[src/rtl/calibration_pattern_gen.sv]
// Transmit side of LED-ID calibration: paints each LED's own address on the strand,
// one ID bit per pass (MSB first), and hands each pass to the calibration FSM.
module calibration_pattern_gen #(
    parameter int          NUM_LEDS          = 50,
    parameter int          LED_ADDRESS_WIDTH = 10,
    parameter logic [23:0] COLOR_0           = 24'hFF0000,
    parameter logic [23:0] COLOR_1           = 24'h0000FF,
    parameter logic [23:0] COLOR_OFF         = 24'h000000,
    localparam int         BIT_W             = $clog2(LED_ADDRESS_WIDTH)
) (
    input  logic                         clk_pixel,
    input  logic                         rst,
    input  logic                         start,
    input  logic                         abort,
    input  logic                         next_led_request,
    input  logic [LED_ADDRESS_WIDTH-1:0] next_led,
    input  logic                         frame_done,
    input  logic                         cal_busy,
    output logic [23:0]                  color_out,
    output logic                         color_valid,
    output logic                         increment_id,
    output logic                         should_overwrite,
    output logic [BIT_W-1:0]             bit_index,
    output logic                         busy,
    output logic                         done
);

    localparam logic [BIT_W-1:0] TOP_BIT = BIT_W'(LED_ADDRESS_WIDTH - 1);

    typedef enum logic [2:0] {
        IDLE, SYNC, SETTLE, TRIGGER, CAPTURE, NEXT, DONE
    } state_t;

    state_t           state, state_n;
    logic             start_d;
    logic             seen_busy, seen_n;
    logic [BIT_W-1:0] bit_n;
    logic             busy_n, done_n, inc_n, ovw_n;
    logic [23:0]      color_n;
    logic             start_edge;

    assign start_edge = start && !start_d;

    always_comb begin
        state_n = state;
        bit_n   = bit_index;
        busy_n  = busy;
        done_n  = done;
        seen_n  = seen_busy;
        inc_n   = 1'b0;
        case (state)
            IDLE, DONE: begin
                if (start_edge) begin
                    state_n = SYNC;
                    bit_n   = TOP_BIT;
                    busy_n  = 1'b1;
                    done_n  = 1'b0;
                end
            end
            // A request for address 0 marks the first frame drawn with the current bit.
            SYNC: begin
                if (next_led_request && next_led == '0) state_n = SETTLE;
            end
            // Any frame_done seen here belongs to the fresh frame, never the previous one.
            SETTLE: begin
                if (frame_done) begin
                    state_n = TRIGGER;
                    inc_n   = 1'b1;
                end
            end
            TRIGGER: begin
                state_n = CAPTURE;
                seen_n  = 1'b0;
            end
            CAPTURE: begin
                if (cal_busy) seen_n = 1'b1;
                if (seen_busy && !cal_busy) state_n = NEXT;
            end
            NEXT: begin
                if (bit_index == '0) begin
                    state_n = DONE;
                    done_n  = 1'b1;
                    busy_n  = 1'b0;
                end else begin
                    bit_n   = bit_index - BIT_W'(1);
                    state_n = SYNC;
                end
            end
            default: state_n = IDLE;
        endcase
        if (abort) begin
            state_n = IDLE;
            busy_n  = 1'b0;
            done_n  = 1'b0;
            bit_n   = TOP_BIT;
            inc_n   = 1'b0;
        end
        // Registered so it is already valid in the cycle increment_id pulses.
        ovw_n = busy_n && (bit_n == TOP_BIT);
    end

    always_comb begin
        color_n = COLOR_OFF;
        if (state != IDLE && state != DONE && int'(next_led) < NUM_LEDS)
            color_n = next_led[bit_index] ? COLOR_1 : COLOR_0;
    end

    always_ff @(posedge clk_pixel) begin
        if (rst) begin
            state            <= IDLE;
            start_d          <= 1'b0;
            seen_busy        <= 1'b0;
            bit_index        <= TOP_BIT;
            busy             <= 1'b0;
            done             <= 1'b0;
            increment_id     <= 1'b0;
            should_overwrite <= 1'b0;
            color_out        <= COLOR_OFF;
            color_valid      <= 1'b0;
        end else begin
            state            <= state_n;
            start_d          <= start;
            seen_busy        <= seen_n;
            bit_index        <= bit_n;
            busy             <= busy_n;
            done             <= done_n;
            increment_id     <= inc_n;
            should_overwrite <= ovw_n;
            color_valid      <= next_led_request;
            if (next_led_request) color_out <= color_n;
        end
    end

endmodule

[config.mk]
export PLATFORM = sky130hd
export DESIGN_NAME = calibration_pattern_gen
export DESIGN_NICKNAME = d
export VERILOG_FILES = /design/src/rtl/calibration_pattern_gen.sv
export SDC_FILE = /design/constraint.sdc
export NUM_CORES = 1
export LEC_CHECK = 0
export ABC_AREA = 1
export CORE_ASPECT_RATIO = 0.75
export CORE_MARGIN = 4
export CORE_UTILIZATION = 37
export DETAILED_ROUTE_END_ITERATION = 8
export MAX_ROUTING_LAYER = met4
export PLACE_DENSITY = 0.76
export SLEW_MARGIN = 20
export SYNTH_ARGS = -nofsm -noshare
export SYNTH_HDL_FRONTEND = slang
export SYNTH_SLANG_ARGS = --single-unit
[constraint.sdc]
create_clock -name clk_pixel -period 1.5 [get_ports clk_pixel]
set_clock_uncertainty 0.1 [all_clocks]
set_input_delay 0.15 -clock clk_pixel [delete_from_list [all_inputs] [get_ports clk_pixel]]
set_output_delay 0.15 -clock clk_pixel [all_outputs]
set_load 0.02 [all_outputs]
; ---- After elaboration in Yosys (flattened, before gate mapping)
; Index checks and enable logic that the tools add are counted.
[totals]
word_cells = 72
regBits = 38
input_bits = 17
out_inout_bits = 33
[classes]
muxes = 24
n_reduce_logical = 20
n_bitwise = 1
magnitude_cmp = 2
n_addsub = 1
eq_ne = 14
[ops]
columns = op, count
row1 = $mux 24, 2
row2 = $pmux 3 s6, 1
row3 = $mux 3, 5
row4 = $mux 4, 3
row5 = $ne 2x2->1 const B, 6
row6 = $logic_not 10->1, 1
row7 = $lt 10x6->1 const B, 1
row8 = $eq 3x3->1 const B, 3
row9 = $mux 1, 8
row10 = $pmux 4 s2, 1
row11 = $eq 3x2->1 const B, 2
row12 = $logic_and 1x1->1, 6
row13 = $pmux 1 s2, 3
row14 = $lt 4x5->1 const B, 1
row15 = $bmux 1 s4, 1
row16 = $eq 4x4->1 const B, 1
row17 = $logic_not 4->1, 1
row18 = $reduce_and 4->1, 1
row19 = $reduce_bool 2->1, 2
row20 = $reduce_or 2->1, 2
row21 = $sub 4x1->4 const B, 1
row22 = $eq 3x1->1 const B, 1
row23 = $logic_not 3->1, 1
row24 = $ne 3x3->1 const B, 1
row25 = other kinds (6), 7

; ---- Longest topological paths before layout
[depth]
depth_word = 7
depth_mapped = 11
ltp_nobuf = 11

; ---- Worst setup path before layout
; OpenSTA, ideal clock, no wires.
[synth_timing]
kind = register to register
startpoint = reg bit_index[0]
endpoint = reg should_overwrite
synth_period_minus_slack_ns = 1.709
n_path_buf = 0
stages_incl_launch_ff = 11
setup_time_ns = 0.117
required_ns = 1.283
path_slack_ns = -0.209
arrival_time_ns = 1.492
path_cell_list = dfxtp_1 inv_2 ha_1 nand3_1 inv_2 nor2_4 o21ai_0 nor2_1 nor2_1 nand2_1 nor2_1
[synth_via]
elab_chain_cells = 6
word_cells_on_any_way = 11
cone_classes = add/sub (1) / eq/ne (1) / mux (7) / reduce/logical (2)
[synth_rtl]
columns = element, line_no
row1 = from (decl), 23  ; output logic [BIT_W-1:0] bit_index,
row2 = from (signal assigned), 124  ; bit_index <= bit_n;
row3 = $sub 4x1->4 or $logic_not 4->1 (tied branches), "85, 80"
row4 = $mux 4, 80  ; if (bit_index == '0) begin
row5 = $pmux 4 s2, 51  ; case (state)
row6 = $mux 4, 91  ; if (abort) begin
row7 = $eq 4x4->1, 99  ; ovw_n = busy_n && (bit_n == TOP_BIT);
row8 = $logic_and 1x1->1 (*), 99
row9 = to (signal assigned), 128  ; should_overwrite <= ovw_n;
row10 = to (decl), 22  ; output logic should_overwrite,
; Mark *: on every way between the ends. The rest lies on a longest branch, timed or not.
; A chain may end at the register's enable or synchronous reset.

; ---- Final worst setup path
[layout_timing]
startpoint = reg done
endpoint = out done
[layout_rtl]
columns = element, line_no
row1 = from (decl), 25  ; output logic done
row2 = from (signal assigned), 126  ; done <= done_n;
; No word-level cell between the ends.

==> reports/metrics.csv <==
stage,metric,value,unit
power_and_ir_drop,total power,1.15,mW
route,vias,1133,
timing,minimum clock period,1.44,ns
power_and_ir_drop,pwr dens,707,mW/mm^2
setup_path,crit-path leading delay family,buffers and inverters,
setup_path,CP max stage delay,0.61,ns
grt,first-pass GRT wire length,4310,um
clock_network,clk slew on worst S/H paths,0.06,ns
setup_path,Reg2Reg Depth,10,
route,drt first pass iters,4,
route,# DRC,0,
floorplan,initial core utilization,40.2,%
final_layout,P&R area growth vs syn,48.4,%
synth,Post-synth EDFFs,0,
run,MaxCap Viol Count,0,
placed_design,DP HPWL,2110,um
synth,Netlist cell types,22,
timing,unrepaired setup endpoints after global routing,yes,
setup_path,WP data arrival,1.19,ns
final_layout,layout cells sized above 1,20.3,%
timing,max-slew violation count,0,
synth,Synth area leader,dfxtp_1,
clock_network,clock root buffer,clkbuf_8,
clock_network,H-tree Lvls,1,
clock_network,Num CTS Buffers,3,
synth,Mean Syn Cell Area,6.32,um^2
clock_network,Post-CTS Setup Repair Bufs,0,
clock_network,Num Clock Sinks,16,
floorplan,die width,70.8,um
setup_path,crit path max fanout,2,
final_layout,# diodes,0,
route,Iteration-0 DRC Markers,41,
timing,TNS Setup,0,ns
synth,top_reg_cell synth,dfxtp_1,
setup_path,slowest CP cell,clkdlybuf4s50_1,
grt,largest net degree at the start of global routing,10,
timing,# setup viols final,0,
route,drt wl/cell,10.6,um
final_layout,# nets final,236,
clock_network,CTS Hold Bufs,0,
power_and_ir_drop,VDD IR max,0.581,mV
setup_path,CP Buf/Inv Count,1,
timing,"Hold Violations, Final",0,
synth,top cell type's share of synthesized area,29.3,%
floorplan,row count,16,
route,vias per cell,4.48,
setup_path,Worst setup SP type,flip-flop,
grt,Total Routing Usage GR,14.6,%
synth,synthesized flop and latch total,16,
hold_path,hold depth,3,
floorplan,Die ar.,0.00390,mm^2
setup_path,CP Class,flip-flop to primary output,
setup_path,critical path required time,1.25,ns
floorplan,Ports,50,
final_layout,filler cell count,279,
clock_network,clk_lat worst skew,0.25,ns
timing,fmax,694,MHz
route,Antenna Nets Post-Route,0,
hold_path,HP Class,input port to flip-flop,
synth,ys async rst share,0,%
synth,yosys warns,0,
synth,post-synthesis cell count,173,
clock_network,Clock Tree Buf Depth,2,
grt,initial antenna violation count,0,
synth,Synth Cell Area,0.00109,mm^2
grt,vias in the first global route,951,
setup_path,Worst setup EP type,primary output,
setup_path,Crit path depth,1,
grt,total grt overflow,0,
timing,Final period util,96.1,%
final_layout,Register Area,338,um^2
synth,Synth area leaders,"dfxtp_1, buf_4, nand2_1",
floorplan,DIE HEIGHT,55.1,um
clock_network,CTS tree,done,
placed_design,PortBufs,41,
final_layout,fin util,59.6,%
outcome,status,"complete, no violations",
setup_path,crit-path cells,clkdlybuf4s50_1,
final_layout,Multi-input gate area,586,um^2
route,Total Wirelength,2670,um
synth,register area share after synthesis,29.3,%
floorplan,core footprint,0.00272,mm^2
placed_design,Routability Congestion,0.937,
power_and_ir_drop,Leak,0.827,nW
[state kept, by name, summed over array words and instances, names as in the netlist]
register / flops
state: 3
color_out: 2
increment_id: 1
color_valid: 1
should_overwrite: 1
start_d: 1
seen_busy: 1
busy: 1
done: 1
bit_index: 4
[routing by layer]
metal	GRT usage, %	vias up	wire, um
met2	21.5	38	1140
li1	-	597	-
met4	4.69	0	48
met3	5.78	7	265
met5	-	-	0
met1	18.4	491	1220
[synthesized netlist by cell type (4+ instances only)]
library cell and instances:
nand3_1 17, nand2_1 39, dfxtp_1 16, buf_4 22
nor2_1 18, inv_2 5, o21ai_0 4, inv_1 23
nor3_1 6, a21oi_1 6
[logic make-up (layout without fill, tap and decap cells)]
| family | Yosys count | after routing | synth area share [%] |
|---|---|---|---|
| simple gates | 89 | 89 | 36.2 |
| xor+xnor | 1 | 1 | 0.801 |
| compound gates | 15 | 15 | 7.55 |
| other cells | 1 | 8 | 0.343 |
| flops | 16 | 16 | 29.3 |
| fa+ha+maj | 1 | 1 | 1.14 |
| buf+inv | 50 | 87 | 24.7 |
[report_power, final]
part | internal [mW] | switching [mW]
Combinational | 0.136 | 0.162
Sequential | 0.441 | 0.0224
Clock | 0.233 | 0.152
Total | 0.811 | 0.336
[per-stage QoR]
step / hold WS, ns / area (um^2) / setup WS, ns / cells
2_1_floorplan: 0.119 / 1130 / 0.0159 / 180
3_5_place_dp: 0.374 / 1530 / -0.0924 / 249
3_3_place_gp: 0.363 / 1530 / -0.0515 / 249
4_1_cts: 0.363 / 1560 / 0.00104 / 253
6_report: 0.357 / 1620 / 0.0585 / 253
5_1_grt: 0.387 / 1620 / -0.0326 / 253
[final timing paths]
kind | slack, ns | start | end
worst max-delay path | 0.06 | done | done
worst min register to register | 0.38 | seen_busy | seen_busy
worst max register to register | 0.07 | bit_index[0] | should_overwrite
worst min-delay path | 0.36 | frame_done | increment_id
[layout make-up]
cell class              count  share of cell area (%)
multi-input cells         114                    36.1
repair buffers             55                    30.5
flip-flops and latches     16                    20.8
inverters                  28                    6.48
clock buffers               4                    3.39
well taps                  36                    2.78
[worst register-to-register path: stages, from the launching register on]
cell	delay, ns
dfxtp_4	0.34
inv_2	0.04
ha_4	0.16
nand3_4	0.07
inv_2	0.06
nor2_4	0.15
o21ai_0	0.09
nor2_1	0.14
nor2_1	0.06
nand2_1	0.06
nor2_1	0.04
[what timing repair did]
action / 4_1_cts / 5_1_grt
pin swaps: 0 / 4
setup endpoints to repair: 20 / 10
gates resized for setup: 20 / 21
[placed cells by master, fill, tap and decap left out, types with 2 or more instances in the layout]
master / synthesis / routed
inv_2: 5 / 7
nor3_1: 6 / 5
nand3_1: 17 / 16
conb_1: 1 / 8
o211ai_1: 2 / 2
dfxtp_4: 0 / 4
inv_1: 23 / 21
o21ai_0: 4 / 4
o21ai_1: 2 / 2
nor2_4: 2 / 3
clkdlybuf4s50_1: 0 / 21
dlygate4sd2_1: 0 / 19
buf_4: 22 / 14
dfxtp_2: 0 / 2
nand2_2: 2 / 3
dfxtp_1: 16 / 10
nor2_1: 18 / 17
clkbuf_8: 0 / 4
a21oi_1: 6 / 5
nand2_1: 39 / 37
Power figures use the tool's default switching activity.
